**src/rtl/dxp_serial_adder32_if.sv**
```systemverilog
// Handshake and operand/result bundle for the nibble-serial 32-bit add/subtract unit.
interface dxp_serial_adder32_if;
  logic        start;
  logic        sub;
  logic [31:0] a;
  logic [31:0] b;
  logic        busy;
  logic        done;
  logic [31:0] result;
  logic        cout;
  logic        ovf;
  logic        zero;

  modport master (
    output start, sub, a, b,
    input  busy, done, result, cout, ovf, zero
  );

  modport slave (
    input  start, sub, a, b,
    output busy, done, result, cout, ovf, zero
  );
endinterface

```
**src/rtl/dxp_serial_adder32.sv**
```systemverilog
// Nibble-serial 32-bit add/subtract: one 4-bit slice adder, eight cycles per operation,
// least significant nibble first, with carry chained through a register between slices.

module dxp_4bitadder (
  input  logic [3:0] x,
  input  logic [3:0] y,
  input  logic       carryin,
  output logic [3:0] s,
  output logic       carryout
);
  logic [3:0] p;
  logic [3:0] g;
  logic [4:0] c;

  genvar gi;
  generate
    for (gi = 0; gi < 4; gi++) begin : g_pg
      assign p[gi] = x[gi] ^ y[gi];
      assign g[gi] = x[gi] & y[gi];
      assign s[gi] = p[gi] ^ c[gi];
    end
  endgenerate

  // Lookahead form: every carry is a function of p/g/carryin only.
  assign c[0] = carryin;
  assign c[1] = g[0] | (p[0] & carryin);
  assign c[2] = g[1] | (p[1] & g[0]) | (p[1] & p[0] & carryin);
  assign c[3] = g[2] | (p[2] & g[1]) | (p[2] & p[1] & g[0])
              | (p[2] & p[1] & p[0] & carryin);
  assign c[4] = g[3] | (p[3] & g[2]) | (p[3] & p[2] & g[1])
              | (p[3] & p[2] & p[1] & g[0])
              | (p[3] & p[2] & p[1] & p[0] & carryin);
  assign carryout = c[4];
endmodule

module dxp_serial_adder32 (
  input logic                  clock,
  input logic                  resetn,
  dxp_serial_adder32_if.slave  bus
);
  typedef enum logic [1:0] {IDLE, RUN, FIN} state_t;

  state_t      state_reg, state_next;
  logic [31:0] opa_reg, opa_next;
  logic [31:0] opb_reg, opb_next;
  logic [31:0] acc_reg, acc_next;
  logic [31:0] result_reg, result_next;
  logic        c_reg, c_next;
  logic [2:0]  cnt_reg, cnt_next;
  logic        sa31_reg, sa31_next;
  logic        sb31_reg, sb31_next;
  logic        cout_reg, cout_next;
  logic        ovf_reg, ovf_next;
  logic        zero_reg, zero_next;

  logic [3:0]  slice_s;
  logic        slice_co;
  logic [31:0] acc_shift;
  logic        accept;

  dxp_4bitadder u_slice (
    .x        (opa_reg[3:0]),
    .y        (opb_reg[3:0]),
    .carryin  (c_reg),
    .s        (slice_s),
    .carryout (slice_co)
  );

  assign acc_shift = {slice_s, acc_reg[31:4]};
  // A new request is taken when idle or in the done cycle (back-to-back).
  assign accept    = bus.start && ((state_reg == IDLE) || (state_reg == FIN));

  always_ff @(posedge clock or negedge resetn) begin
    if (!resetn) begin
      state_reg  <= IDLE;
      opa_reg    <= '0;
      opb_reg    <= '0;
      acc_reg    <= '0;
      result_reg <= '0;
      c_reg      <= 1'b0;
      cnt_reg    <= '0;
      sa31_reg   <= 1'b0;
      sb31_reg   <= 1'b0;
      cout_reg   <= 1'b0;
      ovf_reg    <= 1'b0;
      zero_reg   <= 1'b0;
    end else begin
      state_reg  <= state_next;
      opa_reg    <= opa_next;
      opb_reg    <= opb_next;
      acc_reg    <= acc_next;
      result_reg <= result_next;
      c_reg      <= c_next;
      cnt_reg    <= cnt_next;
      sa31_reg   <= sa31_next;
      sb31_reg   <= sb31_next;
      cout_reg   <= cout_next;
      ovf_reg    <= ovf_next;
      zero_reg   <= zero_next;
    end
  end

  always_comb begin
    state_next  = state_reg;
    opa_next    = opa_reg;
    opb_next    = opb_reg;
    acc_next    = acc_reg;
    result_next = result_reg;
    c_next      = c_reg;
    cnt_next    = cnt_reg;
    sa31_next   = sa31_reg;
    sb31_next   = sb31_reg;
    cout_next   = cout_reg;
    ovf_next    = ovf_reg;
    zero_next   = zero_reg;

    case (state_reg)
      IDLE: begin
        if (bus.start) state_next = RUN;
      end
      RUN: begin
        acc_next = acc_shift;
        opa_next = {4'b0000, opa_reg[31:4]};
        opb_next = {4'b0000, opb_reg[31:4]};
        c_next   = slice_co;
        cnt_next = cnt_reg + 3'd1;
        // Final nibble: publish from the freshly completed sum so flags land on this edge.
        if (cnt_reg == 3'd7) begin
          state_next  = FIN;
          result_next = acc_shift;
          cout_next   = slice_co;
          zero_next   = (acc_shift == 32'd0);
          ovf_next    = (sa31_reg == sb31_reg) && (acc_shift[31] != sa31_reg);
        end
      end
      FIN: begin
        state_next = bus.start ? RUN : IDLE;
      end
      default: begin
        state_next = IDLE;
      end
    endcase

    if (accept) begin
      opa_next  = bus.a;
      opb_next  = bus.b ^ {32{bus.sub}};
      c_next    = bus.sub;
      cnt_next  = 3'd0;
      sa31_next = bus.a[31];
      sb31_next = bus.b[31] ^ bus.sub;
    end
  end

  assign bus.busy   = (state_reg == RUN);
  assign bus.done   = (state_reg == FIN);
  assign bus.result = result_reg;
  assign bus.cout   = cout_reg;
  assign bus.ovf    = ovf_reg;
  assign bus.zero   = zero_reg;
endmodule

```
**src/flat_wrapper.sv**
```systemverilog
// flat-port wrapper written by rule: the top's interface ports become plain ports
module dxp_serial_adder32_flat 
  (clock, resetn, bus_start, bus_sub, bus_a, bus_b, bus_busy, bus_done, bus_result, bus_cout, bus_ovf, bus_zero);
  dxp_serial_adder32_if bus_i ();
  input logic clock;
  input logic resetn;
  input wire logic [$bits(bus_i.start)-1:0] bus_start;
  input wire logic [$bits(bus_i.sub)-1:0] bus_sub;
  input wire logic [$bits(bus_i.a)-1:0] bus_a;
  input wire logic [$bits(bus_i.b)-1:0] bus_b;
  output wire logic [$bits(bus_i.busy)-1:0] bus_busy;
  output wire logic [$bits(bus_i.done)-1:0] bus_done;
  output wire logic [$bits(bus_i.result)-1:0] bus_result;
  output wire logic [$bits(bus_i.cout)-1:0] bus_cout;
  output wire logic [$bits(bus_i.ovf)-1:0] bus_ovf;
  output wire logic [$bits(bus_i.zero)-1:0] bus_zero;
  assign bus_i.start = bus_start;
  assign bus_i.sub = bus_sub;
  assign bus_i.a = bus_a;
  assign bus_i.b = bus_b;
  assign bus_busy = bus_i.busy;
  assign bus_done = bus_i.done;
  assign bus_result = bus_i.result;
  assign bus_cout = bus_i.cout;
  assign bus_ovf = bus_i.ovf;
  assign bus_zero = bus_i.zero;
  dxp_serial_adder32 u_core (.clock(clock), .resetn(resetn), .bus(bus_i));
endmodule
```
**config.mk**
```make
export PLATFORM = sky130hd
export DESIGN_NAME = dxp_serial_adder32_flat
export DESIGN_NICKNAME = d
export VERILOG_FILES = /design/src/rtl/dxp_serial_adder32_if.sv /design/src/rtl/dxp_serial_adder32.sv /design/src/flat_wrapper.sv
export SDC_FILE = /design/constraint.sdc
export NUM_CORES = 1
export LEC_CHECK = 0
export ABC_AREA = 1
export CORE_MARGIN = 1.5
export CORE_UTILIZATION = 57
export CTS_CLUSTER_SIZE = 16
export DETAILED_ROUTE_END_ITERATION = 10
export GPL_ROUTABILITY_DRIVEN = 0
export HOLD_SLACK_MARGIN = 0.05
export PLACE_DENSITY = 0.89
export SYNTH_ARGS = -nofsm -noshare
export SYNTH_HDL_FRONTEND = slang
export SYNTH_SLANG_ARGS = --single-unit
```
**constraint.sdc**
```tcl
create_clock -name clock -period 3.5 [get_ports clock]
set_input_delay 0.35 -clock clock [delete_from_list [all_inputs] [get_ports clock]]
set_output_delay 0.35 -clock clock [all_outputs]
set_load 0.01 [all_outputs]
```
# Word level (Yosys, flattened, before mapping)
# Index checks and enable logic that the tools add are counted.
[word_totals] elab_cells=80 register_bits=139
[op_classes] n_reduce_logical=8 mux=12 add_sub_neg=1 n_eq_ne=7 n_bitwise=40
[ops] op="$mux 32" n=4
[ops] op="$logic_not 32->1" n=1
[ops] op="$xor 32x32->32" n=1
[ops] op="$and 1x1->1" n=20
[ops] op="$or 1x1->1" n=10
[ops] op="$xor 1x1->1" n=9
[ops] op="$mux 3" n=2
[ops] op="$pmux 2 s3" n=1
[ops] op="$mux 2" n=2
[ops] op="$reduce_and 2->1" n=2
[ops] op="$add 3x1->3 const B" n=1
[ops] op="$eq 3x3->1 const B" n=1
[ops] op="$mux 1" n=3
[ops] op="$eq 2x1->1 const B" n=1
[ops] op="$eq 2x2->1 const B" n=1
[ops] op="$logic_and 1x1->1" n=2
[ops] op="$logic_not 2->1" n=1
[ops] op="$ne 2x1->1 const B" n=1
[ops] op="$ne 2x2->1 const B" n=1
[ops] op="$reduce_bool 2->1" n=1
[ops] op="$eq 1x1->1" n=1
[ops] op="$logic_or 1x1->1" n=1
[ops] op="$ne 1x1->1" n=1

# Longest topological paths before layout
# Gate-level depths: netlist of run 1.
[depth] word_depth=8 ltp_mapped=10 mapped_depth_nobuf=10

# Modules after synthesis
# A second synthesis of run 1 with hierarchy kept.
[hier_totals] cells_unflattened=681 area_unflattened_um2=5982.0
[by_module_without_submodules] mod="dxp_serial_adder32" area_per_inst_um2=5793.1 cells_each=650 seq_area_each_um2=3378.2 instances=1
[by_module_without_submodules] mod="dxp_4bitadder" area_per_inst_um2=188.9 cells_each=31 seq_area_each_um2=0.0 instances=1

# Least setup slack after synthesis of run 1
# Ideal clock, no wire load.
[synth_timing] kind="register to register" from="register u_core.c_reg" to="register u_core.zero_reg, in the netlist u_core.bus.zero" stages_incl_launch_ff=11 slack_ns=1.995 setup_time_ns=0.065 arrival_time_ns=1.440 path_buffers=0 required_ns=3.435 path_cell_list="dfrtp_1 > inv_1 > fa_1 > inv_1 > nor2_1 > nand4_1 > nor2_1 > nand2_1 > nor2_1 > nand2_1 > nand2_1"
[synth_via] elab_chain_cells=4 elab_cells_between_ends=11 classes_between="bitwise: 10; reduce/logical: 1"
[synth_rtl] item="from (decl)" line="dxp_serial_adder32.sv:48" source="logic c_reg, c_next;"
[synth_rtl] item="from (signal assigned)" line="dxp_serial_adder32.sv:93" source="c_reg <= c_next;"
[synth_rtl] item="$and 1x1->1, on equally long branches" line="dxp_serial_adder32.sv:26, dxp_serial_adder32.sv:27, dxp_serial_adder32.sv:29"
[synth_rtl] item="$or 1x1->1, on equally long branches" line="dxp_serial_adder32.sv:26, dxp_serial_adder32.sv:27, dxp_serial_adder32.sv:29"
[synth_rtl] item="$xor 1x1->1" line="dxp_serial_adder32.sv:20" source="assign s[gi] = p[gi] ^ c[gi];"
[synth_rtl] item="$logic_not 32->1 (*)" line="dxp_serial_adder32.sv:132" source="zero_next = (acc_shift == 32'd0);"
[synth_rtl] item="to (signal assigned)" line="dxp_serial_adder32.sv:99" source="zero_reg <= zero_next;"
[synth_rtl] item="to (decl)" line="dxp_serial_adder32.sv:54" source="logic zero_reg, zero_next;"
# Every way passes the cells marked *; elsewhere a longest branch is shown, timed or not.
# A chain may end at the register's enable or synchronous reset.

# Final worst setup path of run 1
[layout_timing] from="register u_core.state_reg[1]" to="output bus_busy"
[layout_via] elab_chain_cells=1
[layout_rtl] item="from (decl)" line="dxp_serial_adder32.sv:43" source="state_t state_reg, state_next;"
[layout_rtl] item="from (signal assigned)" line="dxp_serial_adder32.sv:88" source="state_reg <= state_next;"
[layout_rtl] item="$eq 2x1->1" line="dxp_serial_adder32.sv:154" source="assign bus.busy = (state_reg == RUN);"
[layout_rtl] item="to (decl)" line="flat_wrapper.sv:11" source="output wire logic [$bits(bus_i.busy)-1:0] bus_busy;"
# No other way between the ends.

==> metrics.csv, run 1 <==
stage;metric;value;unit
power_and_ir_drop;P_leak;3.52;nW
cts;clock sinks;135;
setup_path;cell count along the critical path;4;
power_and_ir_drop;switching part of the total;40.2;%
die;Core Box Area;10400;um^2
setup_path;worst-path cell chain;inv_1 -> nand2_4 -> inv_1 -> clkdlybuf4s50_1;
power_and_ir_drop;Clock power frac;22.7;%
setup_path;Worst Path Max Fanout;58;
grt;Overflow after GRT;0;
power_and_ir_drop;Max VDD drop;0.462;mV
cts;CTS root buf;clkbuf_8;
worst_hold_path;Hold Crit Class;in2reg;
grt;initial antenna violation count;0;
synth;Synth Net Count;763;
layout;Final #Nets;848;
route;Final ANT Viol Nets;0;
cts;Bufs on Longest Clock Path;2;
power_and_ir_drop;pwr dens;943;nW/um^2
synth;mean area per synthesized cell;8.91;um^2
setup_path;crit end category;primary output;
synth;Yosys Warn Count;0;
timing;Sum Neg Setup Slack;0;ns
timing;Slew Viols, Final;0;
cts;clock latency on the worst-skew pair;0.52;ns
grt;largest net degree at the start of global routing;126;
route;Routed WL;13.8;mm
cts;CTS tree;yes;
timing;Final Hold Fails;0;
power_and_ir_drop;Int Pwr;4.33;mW
die;Initial Util;59.1;%
power_and_ir_drop;combinational power share;40.4;%
place;HPWL after detailed placement;8.74;mm
timing;skew final;0.00732;ns
synth;Syn Std Cell Area;6130;um^2
setup_path;worst-case reg-to-reg path depth;5;
cts;setup bufs post-CTS;0;
route;via count;5122;
setup_path;CP max-delay cell;clkdlybuf4s50_1;
synth;#FFs+latches synth;135;
power_and_ir_drop;Psw;2.92;mW
setup_path;CP Data Required Time;3.15;ns
die;Die Wd;107;um
die;die height;107;um
timing;PnR worst setup slack;0.788;ns
place;IO buf count;104;
synth;Mapped Cells;688;
power_and_ir_drop;sequential power share;36.8;%
grt;vias in the first global route;5054;
route;drt first pass iters;5;
timing;crit share post-route;77.5;%
timing;f_max;369;MHz
setup_path;Critical path buffers and inverters;3;
layout;synthesis-to-layout area growth;25.3;%
synth;Cell variety after synth;25;
setup_path;arrival time at the worst endpoint;2.36;ns
setup_path;Crit path top cell by count;inv_1;
setup_path;max incr delay on CP;0.62;ns
setup_path;Critical R2R Launch;u_core.state_reg[0]$_DFFE_PN0P_;
place;dpl ws;1.00;ns
route;DR iter-0 viols;372;
route;Vias/cell;5.56;
layout;Final Util;74.1;%
worst_hold_path;HP Start;bus_a[29];
timing;max_slew headroom;27.6;%
setup_path;CP Launch Point;u_core.state_reg[1]$_DFFE_PN0P_;
cts;Reg clk slew, reported paths;0.07;ns
status;status;completed;
timing;worst slew pin tran;1.09;ns
timing;fin crit period;2.71;ns
timing;unrepaired setup endpoints after global routing;false;
grt;GRT Resource Usage Total;26.2;%
layout;share of layout cells above drive strength 1;5.73;%
job;Max Cap Viol;0;
die;die area;11400;um^2
die;Placement Rows;37;
die;IO Count;105;
grt;first-pass GRT wire length;23.4;mm
worst_hold_path;worst hold path depth;3;
setup_path;Startpoint Class;flop;
timing;Finish-stage setup viols;0;
setup_path;Setup Crit Path Kind;reg2out;
cts;total CTS buffers;17;
route;DRC Markers;0;
synth;post-synthesis sequential area ratio;55.1;%
route;Wirelength per Cell;15.0;um
cts;H-tree levels;4;
layout;n_diodes;0;
setup_path;family with the most delay on the worst path;buffers and inverters;
layout by cell type (no fill, tap or decap), drive strengths merged:
cell           instances
clkbuf                17
o21ai                190
ha                     6
o21a                   1
dlygate4sd3            1
fa                     1
clkinv                 1
a21oi                 15
nand3b                 1
dfrtp                135
nand2                120
clkinvlp               4
buf                    5
nand4                  6
nor2                  31
clkdlybuf4s50        102
nand3                  7
a22o                   2
xnor2                  3
inv                   98
xor2                  29
o22ai                 11
area by class of cell:
class	count	area [um^2]
flip-flops and latches	135	3380
fillers	708	2690
multi-input cells	423	2180
repair buffers	108	1080
clock buffers	17	414
clock inverters	15	131
well taps	136	170
inverters	88	330
repair_timing:
item,in CTS,in global routing
resized for setup,0,0
hold endpoints to repair,16,0
hold buffers,1,0
cell usage after synthesis:
cell type	n	area, um^2
nand3b_1	1	7.51
o22ai_1	11	68.8
inv_1	84	315
inv_2	4	15.0
o21ai_1	92	460
xor2_1	29	254
fa_1	1	20.0
buf_2	21	105
o21ai_0	98	490
nand2_4	2	22.5
a21oi_1	15	75.1
clkbuf_1	8	30.0
nor2_1	30	113
a22o_1	2	17.5
nand4_1	6	37.5
buf_4	9	67.6
nand2_1	117	439
nand2_2	1	6.26
dfrtp_1	135	3380
o21a_1	1	7.51
nand3_1	7	35.0
nor2_8	1	20.0
buf_6	4	45.0
xnor2_1	3	26.3
ha_1	6	75.1
power groups by stage:
stage               Combinational (mW)  Sequential, mW  Clock (mW)
floorplan                         1.97            2.66           0
global placement                  2.71            2.64           0
detailed placement                2.85            2.67           0
CTS                               2.92            2.66        1.65
global route                      3.31            2.74        1.73
finish                            2.93            2.67        1.65
worst min-delay path: stages:
cell	delay, ns
clkdlybuf4s50_1	0.39
nand2_1	0.06
o21ai_1	0.05
routing by layer:
layer / wire length, um / GRT usage (%) / up-vias
li1: - / - / 2404
met1: 5590 / 31.7 / 2471
met2: 7040 / 45.1 / 207
met3: 795 / 6.32 / 40
met4: 350 / 10.9 / 0
met5: 0 / 0 / -
worst paths after layout:
path                                                  end  slack, ns
min                        u_core.opa_reg[29]$_DFFE_PN0P_       0.38
max reg2reg                 u_core.cnt_reg[2]$_DFFE_PN0P_       1.26
max                                              bus_busy       0.79
min reg2reg                 u_core.cnt_reg[0]$_DFFE_PN0P_       0.48
min in group asynchronous  u_core.acc_reg[14]$_DFFE_PN0P_       0.58
max in group asynchronous     u_core.bus.cout$_DFFE_PN0P_       2.13
kinds of logic (layout without fill, tap and decap cells):
kind of cell / count (synthesis) / count (layout) / synth area share [%]
buffers and inverters: 130 / 228 / 9.43
AO/OA/AOI/OAI: 219 / 219 / 18.3
flip-flops: 135 / 135 / 55.1
XOR/XNOR: 32 / 32 / 4.57
AND/OR/NAND/NOR: 165 / 165 / 11.1
adder cells (fa/ha/maj): 7 / 7 / 1.55
per-stage QoR:
step                instance area [um^2]  std cells  total power [mW]  hold slack (ns)
floorplan                           6130        688              4.63           0.0544
global placement                    7130        889              5.35            0.464
detailed placement                  7130        889              5.52            0.469
CTS                                 7680        922              7.24            0.364
global route                        7680        922              7.79            0.380
finish                              7680        922              7.25            0.376
(Power assumes the default switching activity.)
==> run 2: changes to the inputs <==
- CORE_UTILIZATION: 57 -> 53
- PLACE_DENSITY: 0.89 -> 0.84
- clock period: 3.5 -> 2.6 ns (I/O delays scaled with it)
==> metrics.csv, run 2 (synthesis gave the netlist of run 1 again) <==
stage;metric;value;unit;change
status;status;completed;;unchanged
grt;first-pass GRT wire length;23.6;mm;was 23.4 mm
layout;synthesis-to-layout area growth;27.5;%;was 25.3%
timing;crit share post-route;86.7;%;
setup_path;worst-case reg-to-reg path depth;5;;unchanged
timing;f_max;444;MHz;
die;die height;111;um;was 107 um
setup_path;crit end category;primary output;;unchanged
layout;share of layout cells above drive strength 1;6.44;%;was 5.73%
route;met1 wire length;5.69;mm;was 5.59 mm
grt;initial antenna violation count;0;;unchanged
die;Die Wd;111;um;was 107 um
layout;Design Area, Final;7820;um^2;was 7680 um^2
setup_path;setup slack, reg-to-reg;0.71;ns;was 1.26 ns
route;Routed WL;14.0;mm;was 13.8 mm
timing;Slew Viols, Final;0;;unchanged
worst_hold_path;worst hold path depth;3;;unchanged
die;IO Count;105;;unchanged
grt;vias in the first global route;5156;;was 5054
timing;Worst Hold Margin;0.400;ns;was 0.376 ns
place;IO buf count;104;;unchanged
route;met3 wire len;846;um;was 795 um
place;placed cells;902;;was 889
grt;Overflow after GRT;0;;unchanged
timing;unrepaired setup endpoints after global routing;false;;unchanged
setup_path;worst-path cell chain;nand2_4 -> inv_1 -> clkdlybuf4s50_1;;was inv_1 -> nand2_4 -> inv_1 -> clkdlybuf4s50_1
layout;n_diodes;0;;unchanged
setup_path;Startpoint Class;flop;;unchanged
die;Core Box Area;11400;um^2;was 10400 um^2
layout;commonest cells after routing, fill and taps aside;135 x dfrtp_1, 117 x nand2_1, 102 x clkdlybuf4s50_1;;unchanged
route;Vias/cell;5.41;;was 5.56
worst_hold_path;HP Start;bus_a[30];;was bus_a[29]
route;Wirelength per Cell;15.0;um;about the same
die;die area;12200;um^2;was 11400 um^2
layout;Final #Nets;854;;was 848
die;Placement Rows;39;;was 37
power_and_ir_drop;P_leak;3.59;nW;was 3.52 nW
route;Final ANT Viol Nets;0;;unchanged
layout;Finished Layout Cells;935;;was 922
die;Initial Util;53.9;%;was 59.1%
power_and_ir_drop;pwr dens;1290;nW/um^2;was 943 nW/um^2
timing;max_slew headroom;41.9;%;was 27.6%
route;uppermost routed layer;met4;;unchanged
layout;fillers;844;;was 708
setup_path;Critical R2R Launch;u_core.state_reg[0]$_DFFE_PN0P_;;unchanged
setup_path;CP max-delay cell;clkdlybuf4s50_1;;unchanged
place;Post-DP Area;7190;um^2;was 7130 um^2
route;met2 WL;7.18;mm;was 7.04 mm
cts;CTS tree;yes;;unchanged
layout;most common cell after layout, fill and taps aside;dfrtp_1;;unchanged
cts;CTS root buf;clkbuf_16;;was clkbuf_8
route;via count;5056;;was 5122
setup_path;Worst Path Max Fanout;54;;was 58
route;DRC Markers;0;;unchanged
route;DR iter-0 viols;440;;was 372
timing;Sum Neg Setup Slack;0;ns;unchanged
route;drt first pass iters;5;;unchanged
cts;Reg clk slew, reported paths;0.06;ns;was 0.07 ns
grt;largest net degree at the start of global routing;84;;was 126
cts;Bufs on Longest Clock Path;2;;unchanged
setup_path;CP Data Required Time;2.34;ns;was 3.15 ns
setup_path;arrival time at the worst endpoint;1.99;ns;was 2.36 ns
place;HPWL after detailed placement;9.10;mm;was 8.74 mm
job;Max Cap Viol;0;;unchanged
timing;Final Hold Fails;0;;unchanged
setup_path;max incr delay on CP;0.51;ns;was 0.62 ns
cts;clock sinks;135;;unchanged
timing;Finish-stage setup viols;0;;unchanged
worst_hold_path;Hold Crit Class;in2reg;;unchanged
timing;skew final;0.0144;ns;was 0.00732 ns
cts;clock latency on the worst-skew pair;0.42;ns;was 0.52 ns
timing;worst slew pin tran;0.871;ns;was 1.09 ns
setup_path;Setup Crit Path Kind;reg2out;;unchanged
cts;total CTS buffers;17;;unchanged
worst_hold_path;Hold EP;u_core.opa_reg[30]$_DFFE_PN0P_;;was u_core.opa_reg[29]$_DFFE_PN0P_
grt;GRT Resource Usage Total;23.9;%;was 26.2%
setup_path;end of the worst register-to-register path;u_core.opa_reg[7]$_DFFE_PN0P_;;was u_core.cnt_reg[2]$_DFFE_PN0P_
power_and_ir_drop;Max VDD drop;0.791;mV;was 0.462 mV
cts;H-tree levels;4;;unchanged
timing;fin crit period;2.25;ns;
==> run 2: changes by cell type in the layout (fill, tap and decap cells not counted) <==
cell	before	now
clkinvlp_4	4	2
clkbuf_8	1	0
clkinv_2	0	1
clkinv_4	1	4
bufinv_16	0	3
buf_4	2	7
buf_12	1	2
inv_8	2	1
inv_6	8	4
clkbuf_16	16	17
==> run 2: how the worst max path moves through the flow <==
stage	slack, ns	endpoint	from
4_1_cts	0.37	bus_busy	u_core.state_reg[1]$_DFFE_PN0P_
3_5_place_dp	0.67	u_core.opa_reg[11]$_DFFE_PN0P_	bus_start
5_1_grt	0.23	bus_busy	u_core.state_reg[1]$_DFFE_PN0P_
3_3_place_gp	0.77	u_core.opa_reg[6]$_DFFE_PN0P_	bus_start
2_1_floorplan	1.09	u_core.bus.zero$_DFFE_PN0P_	u_core.c_reg$_DFFE_PN0P_
6_report	0.35	bus_busy	u_core.state_reg[0]$_DFFE_PN0P_
==> run 2: power breakdown <==
part	switching, mW	leakage, nW	internal (mW)
combinational	2.45	1.61	1.57
clock	0.962	0.297	1.53
sequential	0.503	1.68	3.09
==> run 2: repair_timing <==
| action | in CTS | in global routing |
|---|---|---|
| endpoints found under the hold margin | 81 | 0 |
| setup endpoints to repair | 0 | 0 |
| setup buffers | 0 | 0 |
| resized for setup | 0 | 0 |
| hold buffers | 1 | 0 |
==> run 2: stage by stage <==
| stage | util (%) | setup WS (ns) | power [mW] |
|---|---|---|---|
| 2_1_floorplan | - | 1.09 | 6.23 |
| 3_3_place_gp | 63.3 | 0.772 | 7.26 |
| 3_5_place_dp | 63.3 | 0.667 | 7.50 |
| 4_1_cts | 68.8 | 0.371 | 10.1 |
| 5_1_grt | 68.8 | 0.233 | 10.8 |
| 6_report | 68.8 | 0.347 | 10.1 |
==> run 2: metal layers <==
metal / vias up / GRT usage, %
met1: 2401 / 29.1
met2: 216 / 41.5
met5: - / 0
met4: 0 / 10.2
li1: 2406 / -
met3: 33 / 4.56
==> run 2: area by class of cell <==
class / instances / area, um^2 / area share (%)
Multi-Input combinational cell: 423 / 2180 / 27.8
Tap cell: 143 / 179 / 2.29
Timing Repair Buffer: 114 / 1140 / 14.6
Clock buffer: 17 / 425 / 5.44
Sequential cell: 135 / 3380 / 43.2
Clock inverter: 15 / 191 / 2.45
Inverter: 88 / 330 / 4.22
==> run 2: critical path: cells and delay by family, from the launching register on <==
kind,cells,cell delay (ns)
buffers and inverters,2,0.68
AND/OR/NAND/NOR,1,0.46
flip-flops,1,0.43
==> run 3: changes to the inputs <==
- CORE_MARGIN: 1.5 -> not set
- CORE_UTILIZATION: 53 -> 30
- PLACE_DENSITY: 0.84 -> 0.54
==> metrics.csv, run 3 (synthesis gave the netlist of run 1 again) <==
stage;metric;value;unit;change
worst_hold_path;Hold EP;u_core.opb_reg[30]$_DFFE_PN0P_;;was u_core.opa_reg[30]$_DFFE_PN0P_
cts;Bufs on Longest Clock Path;2;;unchanged
layout;most common cell after layout, fill and taps aside;dfrtp_1;;unchanged
cts;setup bufs post-CTS;0;;unchanged
timing;PnR worst setup slack;0.551;ns;was 0.347 ns
cts;CTS Hold Bufs;1;;unchanged
grt;met1 usage;19.7;%;was 29.1%
layout;share of layout cells above drive strength 1;6.68;%;was 6.44%
die;die area;21000;um^2;was 12200 um^2
timing;Final Hold Fails;0;;unchanged
grt;met2 Use GR;21.8;%;was 41.5%
layout;n_diodes;0;;unchanged
power_and_ir_drop;P_leak;3.59;nW;about the same
route;Vias/cell;4.43;;was 5.41
die;IO Count;105;;unchanged
setup_path;Worst Path Max Fanout;28;;was 54
cts;CTS tree;yes;;unchanged
cts;total CTS buffers;17;;unchanged
status;status;completed;;unchanged
grt;Overflow after GRT;0;;unchanged
setup_path;end of the worst register-to-register path;u_core.opb_reg[0]$_DFFE_PN0P_;;was u_core.opa_reg[7]$_DFFE_PN0P_
setup_path;crit end category;primary output;;unchanged
setup_path;Crit path top cell by count;inv_1;;
grt;met3 GRT Util;4.03;%;was 4.56%
grt;vias in the first global route;4785;;was 5156
route;drt first pass iters;4;;was 5
place;dpl ws;0.645;ns;was 0.667 ns
cts;Reg clk slew, reported paths;0.06;ns;about the same
worst_hold_path;Hold Crit Class;in2reg;;unchanged
layout;Final #Nets;856;;was 854
setup_path;setup slack, reg-to-reg;0.74;ns;was 0.71 ns
timing;f_max;488;MHz;was 444 MHz
layout;fillers;2012;;was 844
route;DR iter-0 viols;265;;was 440
cts;clock sinks;135;;unchanged
cts;H-tree levels;4;;unchanged
setup_path;CP max-delay cell;clkdlybuf4s50_1;;unchanged
grt;first-pass GRT wire length;24.0;mm;was 23.6 mm
route;Routed WL;13.9;mm;was 14.0 mm
job;Max Cap Viol;0;;unchanged
setup_path;Critical R2R Launch;u_core.state_reg[0]$_DFFE_PN0P_;;unchanged
die;Placement Rows;51;;was 39
grt;largest net degree at the start of global routing;79;;was 84
die;Initial Util;31.1;%;was 53.9%
timing;worst slew pin tran;0.688;ns;was 0.871 ns
setup_path;Setup Crit Path Kind;reg2out;;unchanged
layout;Design Area, Final;7980;um^2;was 7820 um^2
place;HPWL after detailed placement;9.58;mm;was 9.10 mm
cts;clock latency on the worst-skew pair;0.41;ns;was 0.42 ns
grt;initial antenna violation count;0;;unchanged
route;Wirelength per Cell;13.2;um;was 15.0 um
cts;CTS root buf;clkbuf_16;;unchanged
worst_hold_path;worst hold path depth;3;;unchanged
grt;grt peak-use layer;met2;;unchanged
timing;unrepaired setup endpoints after global routing;false;;unchanged
layout;commonest cells after routing, fill and taps aside;135 x dfrtp_1, 117 x nand2_1, 102 x clkdlybuf4s50_1;;unchanged
route;DRC Markers;0;;unchanged
setup_path;arrival time at the worst endpoint;1.79;ns;was 1.99 ns
power_and_ir_drop;Pwr Total;9.85;mW;was 10.1 mW
grt;GRT Resource Usage Total;14.2;%;was 23.9%
place;Post-DP Area;7370;um^2;was 7190 um^2
place;IO buf count;104;;unchanged
die;Core Box Area;19700;um^2;was 11400 um^2
setup_path;max incr delay on CP;0.55;ns;was 0.51 ns
die;die height;145;um;was 111 um
die;Die Wd;145;um;was 111 um
timing;max_slew headroom;54.2;%;was 41.9%
cts;post-CTS sizing;0;;unchanged
power_and_ir_drop;Max VDD drop;0.643;mV;was 0.791 mV
setup_path;worst-case reg-to-reg path depth;5;;unchanged
power_and_ir_drop;pwr dens;1230;nW/um^2;was 1290 nW/um^2
timing;Sum Neg Setup Slack;0;ns;unchanged
route;via count;4692;;was 5056
timing;Finish-stage setup viols;0;;unchanged
timing;fin crit period;2.05;ns;was 2.25 ns
timing;crit share post-route;78.8;%;was 86.7%
route;Final ANT Viol Nets;0;;unchanged
timing;Slew Viols, Final;0;;unchanged
timing;skew final;0.00688;ns;was 0.0144 ns
worst_hold_path;HP Start;bus_sub;;was bus_a[30]
layout;synthesis-to-layout area growth;30.1;%;was 27.5%
setup_path;Startpoint Class;flop;;unchanged
setup_path;worst-path cell chain;inv_1 -> nand2_4 -> inv_1 -> clkdlybuf4s50_1;;was nand2_4 -> inv_1 -> clkdlybuf4s50_1
layout;Final Util;40.5;%;was 68.8%
setup_path;CP Data Required Time;2.34;ns;about the same
## run 3: cell count changes in the layout (fill, tap and decap cells not counted)
cell	change
clkinv_2	+5
inv_8	-1
clkinvlp_4	+3
buf_12	+1
buf_4	+1
clkbuf_8	+1
clkinv_4	-4
inv_6	-4
## run 3: worst max path at each step
stage / start / endpoint / slack (ns) / depth (start not counted)
2_1_floorplan: u_core.c_reg$_DFFE_PN0P_ / u_core.bus.zero$_DFFE_PN0P_ / 1.09 / 10
3_3_place_gp: bus_start / u_core.opb_reg[0]$_DFFE_PN0P_ / 0.67 / 6
3_5_place_dp: bus_start / u_core.opb_reg[0]$_DFFE_PN0P_ / 0.65 / 6
4_1_cts: u_core.state_reg[1]$_DFFE_PN0P_ / bus_busy / 0.48 / 4
5_1_grt: u_core.state_reg[1]$_DFFE_PN0P_ / bus_busy / 0.43 / 4
6_report: u_core.state_reg[1]$_DFFE_PN0P_ / bus_busy / 0.55 / 4
## run 3: area by class of cell
class,instances,area (um^2),share of cell area [%]
clock buffer,18,439,5.50
sequential,135,3380,42.3
multi-input combinational,423,2180,27.3
tap,265,332,4.15
timing repair buffer,116,1170,14.6
clock inverter,14,158,1.98
inverter,88,330,4.14
## run 3: layer usage
layer / wire length (um) / share of wire, %
met1: 6940 / 50
met2: 6250 / 45
met3: 628 / 4.5
met4: 106 / 0.76
met5: 0 / 0
## run 3: worst max-delay path, delay by kind of cell, from the launching register on
kind / cells / cell delay (ns)
simple gates: 1 / 0.21
buf+inv: 3 / 0.81
flops: 1 / 0.35
## run 3: metrics by stage
stage / hold WS (ns) / cells
global placement: 0.277 / 1026
global route: 0.326 / 1059
CTS: 0.321 / 1059
detailed placement: 0.272 / 1026
floorplan: -0.0356 / 688
finish: 0.322 / 1059
## run 3: power breakdown
part	internal, mW	switching (mW)	total [mW]
Combinational	1.59	2.29	3.88
Sequential	3.09	0.466	3.55
Clock	1.52	0.893	2.41
